$ cat src/rtl/quarter_sine_sample_gen.sv
// quarter_sine_sample_gen: sample-rate divider + phase accumulator that reads a
// quarter-wave magnitude ROM and folds it back into a full unsigned sine sample.
module quarter_sine_sample_gen #(
  parameter int ADDR_W  = 8,
  parameter int DATA_W  = 11,
  parameter int PHASE_W = 24,
  parameter int DIV_W   = 13,
  parameter int RD_LAT  = 1
) (
  input  logic               CLK100MHZ,
  input  logic               CPU_RESETN,
  input  logic               enable,
  input  logic [DIV_W-1:0]   tick_div,
  input  logic [PHASE_W-1:0] tuning_word,
  output logic               rom_en,
  output logic [ADDR_W-1:0]  rom_addr,
  input  logic [DATA_W-2:0]  rom_data,
  output logic [DATA_W-1:0]  sample_out,
  output logic               sample_valid,
  output logic               phase_wrap
);

  // tick -> rom_en is one stage, then RD_LAT stages of BRAM read
  localparam int STAGES = RD_LAT + 1;
  localparam logic [DATA_W-1:0] MID = {1'b1, {(DATA_W-1){1'b0}}};

  logic [1:0]          rst_sync;
  logic                rst_n;
  logic                en_q;
  logic [DIV_W-1:0]    cnt;
  logic                tick;
  logic [PHASE_W-1:0]  phase;
  logic [PHASE_W:0]    sum;
  logic [PHASE_W-1:0]  pn;
  logic [1:0]          q;
  logic [ADDR_W-1:0]   idx;
  logic [STAGES:1]     vld_pipe;
  logic [STAGES:1]     sgn_pipe;

  // Reset asserts immediately, releases two clocks after CPU_RESETN rises
  always_ff @(posedge CLK100MHZ or negedge CPU_RESETN) begin
    if (!CPU_RESETN) rst_sync <= '0;
    else             rst_sync <= {rst_sync[0], 1'b1};
  end
  assign rst_n = rst_sync[1];

  assign tick = en_q && (cnt >= tick_div);

  // Divider: registered enable, count up, wrap to 0 on tick; held at 0 when idle
  always_ff @(posedge CLK100MHZ or negedge rst_n) begin
    if (!rst_n) begin
      en_q <= 1'b0;
      cnt  <= '0;
    end else begin
      en_q <= enable;
      if (!en_q || tick) cnt <= '0;
      else               cnt <= cnt + DIV_W'(1);
    end
  end

  assign sum = {1'b0, phase} + {1'b0, tuning_word};
  assign pn  = sum[PHASE_W-1:0];
  assign q   = pn[PHASE_W-1 -: 2];
  assign idx = pn[PHASE_W-3 -: ADDR_W];

  // Phase step and ROM address on each tick; odd quadrants walk the table backwards
  always_ff @(posedge CLK100MHZ or negedge rst_n) begin
    if (!rst_n) begin
      phase      <= '0;
      phase_wrap <= 1'b0;
      rom_addr   <= '0;
    end else begin
      phase_wrap <= tick && sum[PHASE_W];
      if (tick) begin
        phase    <= pn;
        rom_addr <= q[0] ? ~idx : idx;
      end
    end
  end

  // Valid and sign travel alongside the BRAM read
  always_ff @(posedge CLK100MHZ or negedge rst_n) begin
    if (!rst_n) begin
      vld_pipe <= '0;
      sgn_pipe <= '0;
    end else begin
      vld_pipe <= {vld_pipe[STAGES-1:1], tick};
      sgn_pipe <= {sgn_pipe[STAGES-1:1], q[1]};
    end
  end
  assign rom_en = vld_pipe[1];

  // Fold magnitude around mid-scale: MID+mag is {1,mag}, MID-1-mag is {0,~mag}
  always_ff @(posedge CLK100MHZ or negedge rst_n) begin
    if (!rst_n) begin
      sample_out   <= MID;
      sample_valid <= 1'b0;
    end else begin
      sample_valid <= vld_pipe[STAGES];
      if (vld_pipe[STAGES])
        sample_out <= sgn_pipe[STAGES] ? {1'b0, ~rom_data} : {1'b1, rom_data};
    end
  end

endmodule

$ cat config.mk
export PLATFORM = sky130hd
export DESIGN_NAME = quarter_sine_sample_gen
export DESIGN_NICKNAME = d
export VERILOG_FILES = /design/src/rtl/quarter_sine_sample_gen.sv
export SDC_FILE = /design/constraint.sdc
export NUM_CORES = 1
export LEC_CHECK = 0
export ABC_AREA = 1
export ABC_CLOCK_PERIOD_IN_PS = 3000
export BUFFER_PORTS_ARGS = -buffer_cell sky130_fd_sc_hd__buf_2
export CORE_ASPECT_RATIO = 0.9
export CORE_UTILIZATION = 30
export CTS_CLUSTER_DIAMETER = 150
export DETAILED_ROUTE_END_ITERATION = 12
export HOLD_SLACK_MARGIN = 0.1
export SLEW_MARGIN = 10
export SYNTH_ARGS = -nofsm -noshare
export SYNTH_HDL_FRONTEND = slang
export SYNTH_SLANG_ARGS = --single-unit
$ cat constraint.sdc
create_clock -name CLK100MHZ -period 3 [get_ports CLK100MHZ]
set_clock_uncertainty 0.05 [all_clocks]
set_input_delay 0.3 -clock CLK100MHZ [delete_from_list [all_inputs] [get_ports CLK100MHZ]]
set_output_delay 0.3 -clock CLK100MHZ [all_outputs]
set_load 0.1 [all_outputs]
==> results.py, run 1 <==
metrics = {
    "critical_path": {
        "path_class": "register to register",
        "reg2reg_to": "rom_addr[6]",
        "cp.arrival_ps": 2520,
        "reg2reg_from": "phase[0]",
        "cp-startpoint": "phase[0]",
        "crit_slowest_cell": "fa_1",
        "required_ps": 3170,
        "path_buf_inv": 0,
        "worstPathMaxFanout": 9,
        "crit_top_cell": "nand2_1",
        "path_cells": "ha_1 > fa_1 > nand3_1 > nand3_2 > nand2_1 > nand2_1 > nand2_1 > nand4_1 > nand2_4 > nand2_1 > nand3_1 > nand2_1",
        "worstSetupStartpointType": "register",
        "rr_worst_depth": 12,
        "crit_family": "simple AND/OR/NAND/NOR gates",
        "cp-end-kind": "register",
        "cpPeakStageDelay_ps": 450,
        "r2r_setup_slack_ps": 660,
    },
    "timing": {
        "max_freq_mhz": 426.5,
        "rsz0062_at_grt": "false",
        "setup_ws_ps": 655.5,
        "holdWs_ps": 207.0,
        "finalCritPeriodShare_pct": 78.15,
        "max_slew_margin_pct": 39.32,
        "worst_pin_slew_ps": 910.2,
        "fin_crit_ps": 2345,
        "slew_violations": 0,
        "setup_viol": 0,
        "tns_ps": 0,
        "hold_viol": 0,
    },
    "yosys": {
        "synth_top_cell_by_area": "dfrtp_1",
        "avgSynthCellArea_um2": 7.123,
        "synth_fp_nets": 740,
        "syn_inst": 651,
        "synth_area_mm2": 0.004637,
        "ys_top_cells_by_area": "dfrtp_1 35%, nand2_1 19%, ha_1 10%",
        "ys_ff_latch": 65,
        "seq_area_frac_synth_pct": 35.11,
        "ys_types": 32,
        "yosysWarningCount": 0,
        "synth_top_area_share_pct": 34.54,
    },
    "final_layout": {
        "nets": 819,
        "utilization_pct": 37.11,
        "diodes": 0,
        "drive_gt1_share_pct": 15.78,
        "syn_to_final_growth_pct": 19.43,
    },
    "clocking": {
        "cts_buffer_depth": 2,
        "cts_tree": "built",
        "path_clk_slew_ps": 60,
        "cts-root-buf": "clkbuf_16",
        "clk_latency_ps": 340,
        "cts_made_buffers": 9,
        "h-tree-depth": 3,
        "ctsResizeCount": 0,
        "cts_sinks": 65,
    },
    "flow_run": {
        "cap_violations": 0,
    },
    "power": {
        "cellPowerDensity_mw_per_mm2": 414.5,
        "ir_drop_mv": 0.2548,
        "leakagePower_nw": 3.068,
        "p_int_mw": 1.642,
        "switching_power_uw": 653.3,
        "p_seq_share_pct": 40.0,
        "switching_share_pct": 28.46,
        "combPwrFrac_pct": 12.3,
        "total_power_mw": 2.295,
        "clock_power_share_pct": 47.7,
    },
    "route": {
        "post_drt_wl_per_cell_um": 12.08,
        "drcViolationCount": 0,
        "antenna_left": 0,
        "dr.pass1.iters": 5,
        "vias": 4138,
        "finalWirelength_mm": 11.27,
        "drtIter0Drc": 214,
        "vias_per_cell": 4.435,
    },
    "die": {
        "die_w_um": 133.1,
        "rows": 42,
        "ioPinCount": 72,
        "die_h_um": 119.9,
        "start_util_pct": 31.07,
        "core_mm2": 0.01492,
        "die-area_mm2": 0.01596,
    },
    "place": {
        "port_buffers": 71,
        "place_hpwl_mm": 8.796,
        "place.gp.congestion": 0.8890,
        "pre_cts_slack_ps": 624.7,
    },
    "global_route": {
        "grt.overflow.total": 0,
        "grt_pass1_vias": 4163,
        "grt_max_degree": 41,
        "grt_pass1_wl_mm": 19.62,
        "track_usage_pct": 15.44,
        "antenna_found_initial": 0,
    },
    "worst_hold_path": {
        "min_from": "rom_data[9]",
        "hold_class": "input port to register",
        "min_to": "sample_out[9]",
        "hold_path_depth": 3,
    },
    "run_status": {
        "outcome": "complete, no violations",
    },
}
## flip-flops by register name (all words and copies together), names as in the netlist
register	cells
cnt	13
vld_pipe	2
phase	24
phase_wrap	1
rst_sync	2
sample_out	11
sgn_pipe	2
sample_valid	1
en_q	1
rom_addr	8
## power by group through the flow
stage	Sequential, mW	Clock, mW	Combinational (mW)
3_3_place_gp	0.934	0	0.282
6_report	0.917	1.09	0.283
2_1_floorplan	0.990	0	0.141
3_5_place_dp	0.935	0	0.282
5_1_grt	0.922	1.16	0.317
4_1_cts	0.918	1.12	0.286
## repair_timing
| action | in CTS | in global routing |
|---|---|---|
| hold buffers | 2 | 0 |
| buffers inserted | 0 | 0 |
| hold endpoints to repair | 3 | 0 |
## cell type report
| type | instances | area [µm²] |
|---|---|---|
| well taps | 198 | 247.7 |
| fillers | 1610 | 9387 |
| flip-flops and latches | 65 | 1629 |
| clock inverters | 7 | 80.08 |
| multi-input cells | 485 | 2601 |
| repair buffers | 78 | 412.9 |
| clock buffers | 9 | 225.2 |
| inverters | 91 | 341.6 |
## worst max path at each step
| stage | to | slack (ps) | cells after the start |
|---|---|---|---|
| global placement | rom_addr[6] | 670 | 13 |
| global route | rom_addr[5] | 500 | 12 |
| CTS | rom_addr[6] | 650 | 12 |
| finish | rom_addr[6] | 660 | 12 |
| floorplan | rom_addr[6] | 950 | 12 |
| detailed placement | rom_addr[0] | 620 | 13 |
## metrics by stage
| step | instances | cell area (µm²) |
|---|---|---|
| 2_1_floorplan | 651 | 4637 |
| 3_3_place_gp | 915 | 5213 |
| 3_5_place_dp | 915 | 5213 |
| 4_1_cts | 933 | 5538 |
| 5_1_grt | 933 | 5538 |
| 6_report | 933 | 5538 |
## cell usage in the layout (no fill, tap or decap), types with 2 or more instances in the layout
cell type and count:
nand2_1 233, dlygate4sd3_1 2, o21ai_0 34, nand2_2 8, xnor2_1 19, o21bai_1 2
ha_1 38, nor3_2 2, nand3_1 34, nor2_2 5, nand2_4 2, nand3_2 3
inv_1 90, clkbuf_16 9, nor2_1 34, nand4_1 13, a21oi_1 26, nand3b_1 5
clkinv_4 3, buf_2 71, buf_4 5, nor3b_1 4, nor3_1 6, o21ai_1 3
dfrtp_1 63, xor2_1 6, nor4_1 3
## kinds of logic after synthesis
logic type	Yosys count	synth area share (%)
simple gates	353	33.00
flops	65	35.11
other cells	1	0.08087
compound gates	66	7.258
fa+ha+maj	39	10.69
xor+xnor	26	5.073
buf+inv	101	8.796
## synthesized netlist by cell type
master,number
nor3_2,2
dfstp_2,1
o21ai_0,34
nand2_2,8
clkbuf_1,2
nor2_1,34
ha_1,38
xor2_2,1
a31oi_1,1
nor4_1,3
buf_6,3
nand2_1,233
xnor2_1,19
fa_1,1
xor2_1,6
inv_1,90
dfrtp_1,64
inv_2,1
a21oi_1,26
o21ai_1,3
nor3b_1,4
nor3_1,6
conb_1,1
buf_2,5
nand3_1,34
and3_1,1
nand3b_1,5
nand2_4,2
nor2_2,5
nand3_2,3
o21bai_1,2
nand4_1,13
## worst reg2reg max path: cells and delay by family, from the launching register on
family	cells	cell delay (ps)
AND/OR/NAND/NOR	10	1100
flip-flops	1	380
adder cells (fa/ha/maj)	2	710
## routing by layer
metal  vias to the layer above  GRT usage, %  routed length (µm)
met5                         -             0                   0
met4                         0         4.813                 135
met3                        13         2.957                 554
met2                        90         24.28                4723
met1                      1806         21.26                5854
li1                       2229             -                   -
Note: power is estimated with default switching activity, not from simulation.
==> run 2: changes to the inputs <==
Settings changed: ABC_CLOCK_PERIOD_IN_PS 3000 to 2000.
Clock period 3 ns to 2 ns, I/O delays scaled along.
==> run 2 against run 1 <==
  * The run now ends with negative setup slack left
  * Global-route usage fell by 0.11 points
  * Sequential power rose by 49%
  * Final area rose by 20%
  * Total power rose by 54%
  * Non-clock buffer count rose by 53
  * Via count rose by 7.7%
  * First-iteration DRC count fell by 6.1%
  * Register-to-register slack got worse by 730 ps
  * Fmax rose by 13%
  * Combinational power rose by 93%
  * Critical endpoint is now phase[22]
  * Highest routed layer unchanged
==> results.py, run 2 (synthesized netlist as in run 1, its figures left out) <==
metrics = {
    "final_layout": {
        "diodes": 0,
        "nets": 873,
        "largest_register_ffs": 24,
        "mostFrequentLayoutCells": "201 x nand2_1, 89 x inv_1, 71 x buf_2",
        "fin_cells": 987,
        "final_area_mm2": 0.006669,
        "layout_commonest_cell": "nand2_1",
        "regMostFlops": "phase",
        "utilization_pct": 44.68,
        "drive_gt1_share_pct": 32.45,
        "largestRegisters": "phase x24, cnt x13, sample_out x11",
        "syn_to_final_growth_pct": 43.82,
    },
    "power": {
        "switching_power_uw": 996.4,
        "combPwrFrac_pct": 15.5,
        "switching_share_pct": 28.26,
        "total_power_mw": 3.526,
        "cellPowerDensity_mw_per_mm2": 528.7,
        "ir_drop_mv": 0.3927,
        "clock_power_share_pct": 45.6,
        "p_int_mw": 2.530,
        "leakagePower_nw": 3.451,
        "p_seq_share_pct": 38.9,
    },
    "clocking": {
        "cts_made_buffers": 9,
        "clk_latency_ps": 340,
        "path_clk_slew_ps": 60,
        "cts-root-buf": "clkbuf_16",
        "h-tree-depth": 3,
        "cts_buffer_depth": 2,
        "cts_tree": "built",
        "cts_sinks": 65,
    },
    "worst_hold_path": {
        "hold_class": "input port to asynchronous set/reset pin",
    },
    "die": {
        "die-area_mm2": 0.01596,
        "ioPinCount": 72,
        "rows": 42,
        "die_h_um": 119.9,
        "die_w_um": 133.1,
        "core_mm2": 0.01492,
        "start_util_pct": 31.07,
    },
    "route": {
        "finalWirelength_mm": 12.54,
        "vias_per_cell": 4.514,
        "antenna_left": 0,
        "vias": 4455,
        "drtIter0Drc": 201,
        "drcViolationCount": 0,
        "dr.pass1.iters": 4,
        "post_drt_wl_per_cell_um": 12.70,
    },
    "place": {
        "place.gp.congestion": 0.8739,
        "placed_area_mm2": 0.005520,
        "dp.cells": 949,
        "place_hpwl_mm": 8.940,
        "pre_cts_slack_ps": -102.0,
        "port_buffers": 71,
    },
    "critical_path": {
        "cp-end-kind": "register",
        "worstPathMaxFanout": 4,
        "required_ps": 2210,
        "worstSetupStartpointType": "register",
        "path_class": "register to register",
        "cp.arrival_ps": 2290,
        "rr_worst_depth": 12,
    },
    "run_status": {
        "failed_checks": "negative setup slack",
        "outcome": "finished, violations left",
    },
    "global_route": {
        "grt_max_degree": 50,
        "track_usage_pct": 15.33,
        "antenna_found_initial": 0,
        "grt_pass1_vias": 4120,
        "grt.overflow.total": 0,
        "grt_pass1_wl_mm": 19.33,
    },
    "timing": {
        "setup_viol": 11,
        "fin_crit_ps": 2078,
        "worst_pin_slew_ps": 550.2,
        "tns_ps": -449.8,
        "slew_violations": 0,
        "max_slew_margin_pct": 63.32,
        "max_freq_mhz": 481.3,
        "finalCritPeriodShare_pct": 103.9,
        "hold_viol": 0,
        "holdWs_ps": 115.5,
        "rsz0062_at_grt": "true",
        "setup_ws_ps": -77.55,
    },
    "flow_run": {
        "cap_violations": 0,
    },
}
run 2: layout make-up:
cell class | instances | area, µm²
Tap cell | 198 | 247.7
Sequential cell | 65 | 1629
Fill cell | 1520 | 8255
Timing Repair Buffer | 131 | 929.6
Clock buffer | 9 | 225.2
Clock inverter | 7 | 77.57
Inverter | 91 | 346.6
Multi-Input combinational cell | 486 | 3213
run 2: power groups by stage:
stage	clock, mW	combinational, mW	sequential, mW
2_1_floorplan	0	0.212	1.49
3_3_place_gp	0	0.458	1.39
3_5_place_dp	0	0.459	1.39
4_1_cts	1.67	0.478	1.37
5_1_grt	1.71	0.601	1.37
6_report	1.61	0.547	1.37
run 2: what timing repair did:
action                                  4_1_cts  5_1_grt
cloned                                        1        3
endpoints found under the hold margin         5        1
setup buffers                                 2       12
hold buffers                                  4        1
pin swaps                                    10       30
resized for setup                            14      114
endpoints found under the setup margin       16       41
run 2: critical path, cell delays in order, from the launching register on:
cell	delay, ps
dfrtp_1	410
ha_4	180
fa_2	340
nand3_2	90
nand3_4	100
nand2_4	80
nand2_4	60
nand2_4	70
nand3_2	120
nand2_2	130
nand2_2	110
buf_4	150
o21ai_1	120
run 2: layer usage:
| metal | global-route usage, % | share of wire, % | vias up |
|---|---|---|---|
| li1 | - | - | 2336 |
| met1 | 20.98 | 50 | 2009 |
| met2 | 23.89 | 45 | 98 |
| met3 | 3.295 | 4.0 | 12 |
| met4 | 5.029 | 1.0 | 0 |
| met5 | 0 | 0 | - |
run 2: final timing paths:
check / startpoint / to / slack (ps)
max reg2reg: phase[0] / phase[22] / -80
max: phase[0] / phase[22] / -80
max in group asynchronous: rst_sync[1] / sample_out[10] / 1130
min reg2reg: rst_sync[1] / phase[3] / 130
min: CPU_RESETN / rst_sync[1] / 120
min in group CLK100MHZ: rom_data[7] / sample_out[7] / 120
==> run 3: changes to the inputs <==
Settings changed: ABC_CLOCK_PERIOD_IN_PS 2000 to 1700, REMOVE_ABC_BUFFERS set to 1.
Clock period 2 ns to 1.7 ns, I/O delays scaled along.
==> run 3 against run 2 <==
  * The flow still finishes with violations (negative setup slack)
  * Core utilization increased by 5.9 points
  * Critical path type unchanged
  * First-iteration DRC count decreased by 6.5%
  * Final area increased by 13%
  * Final cell count increased by 6.2%
  * Sequential share of layout area decreased by 2.9 points
  * Via count increased by 6.8%
  * Clock power increased by 30%
==> results.py, run 3 (synthesized netlist as in run 1, its figures left out) <==
metrics = {
    "run_status": {
        "outcome": "finished, violations left",
        "failed_checks": "negative setup slack",
    },
    "clocking": {
        "path_clk_slew_ps": 60,
        "h-tree-depth": 3,
        "cts_tree": "built",
        "cts-root-buf": "clkbuf_16",
        "cts_sinks": 65,
        "cts_buffer_depth": 2,
        "clk_latency_ps": 340,
        "cts_made_buffers": 9,
    },
    "final_layout": {
        "drive_gt1_share_pct": 42.47,
        "final_area_mm2": 0.007556,
        "syn_to_final_growth_pct": 62.95,
        "regMostFlops": "phase",
        "diodes": 0,
        "largest_register_ffs": 24,
        "utilization_pct": 50.63,
        "layout_commonest_cell": "nand2_1",
        "nets": 934,
        "largestRegisters": "phase x24, cnt x13, sample_out x11",
        "mostFrequentLayoutCells": "179 x nand2_1, 87 x inv_1, 86 x buf_4",
    },
    "critical_path": {
        "cp-end-kind": "register",
        "crit_family": "simple AND/OR/NAND/NOR gates",
        "required_ps": 1880,
        "reg2reg_to": "rom_addr[6]",
        "path_cells": "ha_4 > fa_2 > nand3_2 > nand3_4 > nand2_2 > nand2_4 > nand2_4 > nand4_1 > nand2_4 > nand2_1 > nand3_1 > nand2_1",
        "rr_worst_depth": 12,
        "reg2reg_from": "phase[0]",
        "worstPathMaxFanout": 5,
        "cpPeakStageDelay_ps": 410,
        "cp.depth": 12,
        "cp.arrival_ps": 2250,
        "path_class": "register to register",
        "crit_slowest_cell": "dfrtp_1",
        "r2r_setup_slack_ps": -370,
        "crit_end": "rom_addr[6]",
        "worstSetupStartpointType": "register",
        "crit_top_cell": "nand2_4",
        "path_buf_inv": 0,
        "cp-startpoint": "phase[0]",
    },
    "place": {
        "place.gp.congestion": 0.8509,
        "place_hpwl_mm": 9.179,
        "placed_area_mm2": 0.005788,
        "port_buffers": 71,
    },
    "power": {
        "switching_power_mw": 1.252,
        "leakagePower_nw": 3.895,
        "cellPowerDensity_mw_per_mm2": 588.1,
        "p_int_mw": 3.192,
        "clock_power_share_pct": 47.1,
        "p_seq_share_pct": 36.2,
        "ir_drop_mv": 0.5253,
        "switching_share_pct": 28.17,
        "combPwrFrac_pct": 16.7,
    },
    "route": {
        "vias": 4760,
        "dr.pass1.iters": 5,
        "post_drt_wl_per_cell_um": 13.52,
        "vias_per_cell": 4.542,
        "drtIter0Drc": 188,
        "finalWirelength_mm": 14.17,
        "antenna_left": 0,
        "drcViolationCount": 0,
    },
    "die": {
        "die_h_um": 119.9,
        "die_w_um": 133.1,
        "rows": 42,
        "ioPinCount": 72,
        "core_mm2": 0.01492,
        "start_util_pct": 31.07,
        "die-area_mm2": 0.01596,
    },
    "timing": {
        "hold_viol": 0,
        "setup_ws_ps": -372.9,
        "fin_crit_ps": 2073,
        "max_freq_mhz": 482.4,
        "tns_ps": -13560,
        "setup_viol": 48,
        "slew_violations": 0,
        "finalCritPeriodShare_pct": 121.9,
        "worst_pin_slew_ps": 545.2,
        "rsz0062_at_grt": "true",
        "max_slew_margin_pct": 63.65,
    },
    "worst_hold_path": {
        "hold_class": "input port to register",
        "hold_path_depth": 3,
    },
    "global_route": {
        "grt.overflow.total": 0,
        "track_usage_pct": 17.53,
        "grt_pass1_vias": 4612,
        "antenna_found_initial": 0,
        "grt_pass1_wl_mm": 22.05,
        "grt_max_degree": 35,
    },
    "flow_run": {
        "cap_violations": 0,
    },
}
[run 3: cell count changes in the layout (fill, tap and decap cells not counted), moves of 5 or more]
cell / previous run / this run
nor2_4: 4 / 9
nor2_2: 8 / 14
nor2_1: 27 / 16
nand2_2: 34 / 49
o21ai_0: 25 / 13
nand2_1: 201 / 179
o21ai_1: 10 / 17
dlygate4sd3_1: 5 / 12
buf_4: 43 / 86
o21ai_2: 2 / 7
nand2_4: 9 / 15
[run 3: worst min-delay path, delay by kind of cell]
kind,cells,cell delay [ps]
compound gates,1,80
buf+inv,1,80
xor+xnor,1,100
[run 3: how the worst min path moves through the flow]
stage	startpoint	to	slack, ps
after detailed placement	CPU_RESETN	rst_sync[0]	-90
final	rom_data[6]	sample_out[6]	110
after global routing	rom_data[6]	sample_out[6]	100
after CTS	rom_data[6]	sample_out[6]	110
after floorplan	CPU_RESETN	rst_sync[0]	-180
after global placement	CPU_RESETN	rst_sync[0]	-90
[run 3: area by class of cell]
type / count / area, µm²
inverters: 91 / 349.1
flip-flops and latches: 65 / 1629
fillers: 1372 / 7368
repair inverters: 1 / 16.27
clock inverters: 7 / 102.6
repair buffers: 191 / 1519
multi-input cells: 486 / 3467
well taps: 198 / 247.7
clock buffers: 9 / 225.2
[run 3: per-stage QoR]
| step | total power, mW | instances | setup WS [ps] | hold WS [ps] |
|---|---|---|---|---|
| 3_5_place_dp | 2.216 | 985 | -431.2 | -92.34 |
| 2_1_floorplan | 1.994 | 641 | -444.2 | -175.6 |
| 6_report | 4.444 | 1048 | -372.9 | 105.6 |
| 4_1_cts | 4.421 | 1030 | -339.1 | 105.3 |
| 3_3_place_gp | 2.212 | 985 | -383.5 | -92.26 |
| 5_1_grt | 4.614 | 1048 | -494.0 | 103.2 |
[run 3: power by group through the flow]
stage,Sequential (mW),Combinational [mW],Clock [mW]
global placement,1.64,0.577,0
detailed placement,1.64,0.581,0
CTS,1.61,0.683,2.13
floorplan,1.75,0.243,0
global route,1.62,0.809,2.19
finish,1.61,0.742,2.09
[run 3: layer usage]
layer  GRT usage (%)  up-vias  share of wire, %
met1           23.76     2186                47
met4           4.813        0              0.78
met3           3.042        8               4.8
li1                -     2466                 -
met5               0        -                 0
met2           28.57      100                47
[run 3: timing repair]
action,4_1_cts,5_1_grt
cloned,6,3
endpoints found under the setup margin,48,48
pin swaps,29,33
gates resized for setup,119,98
endpoints found under the hold margin,12,0
hold buffers,12,0
buffers inserted,12,18
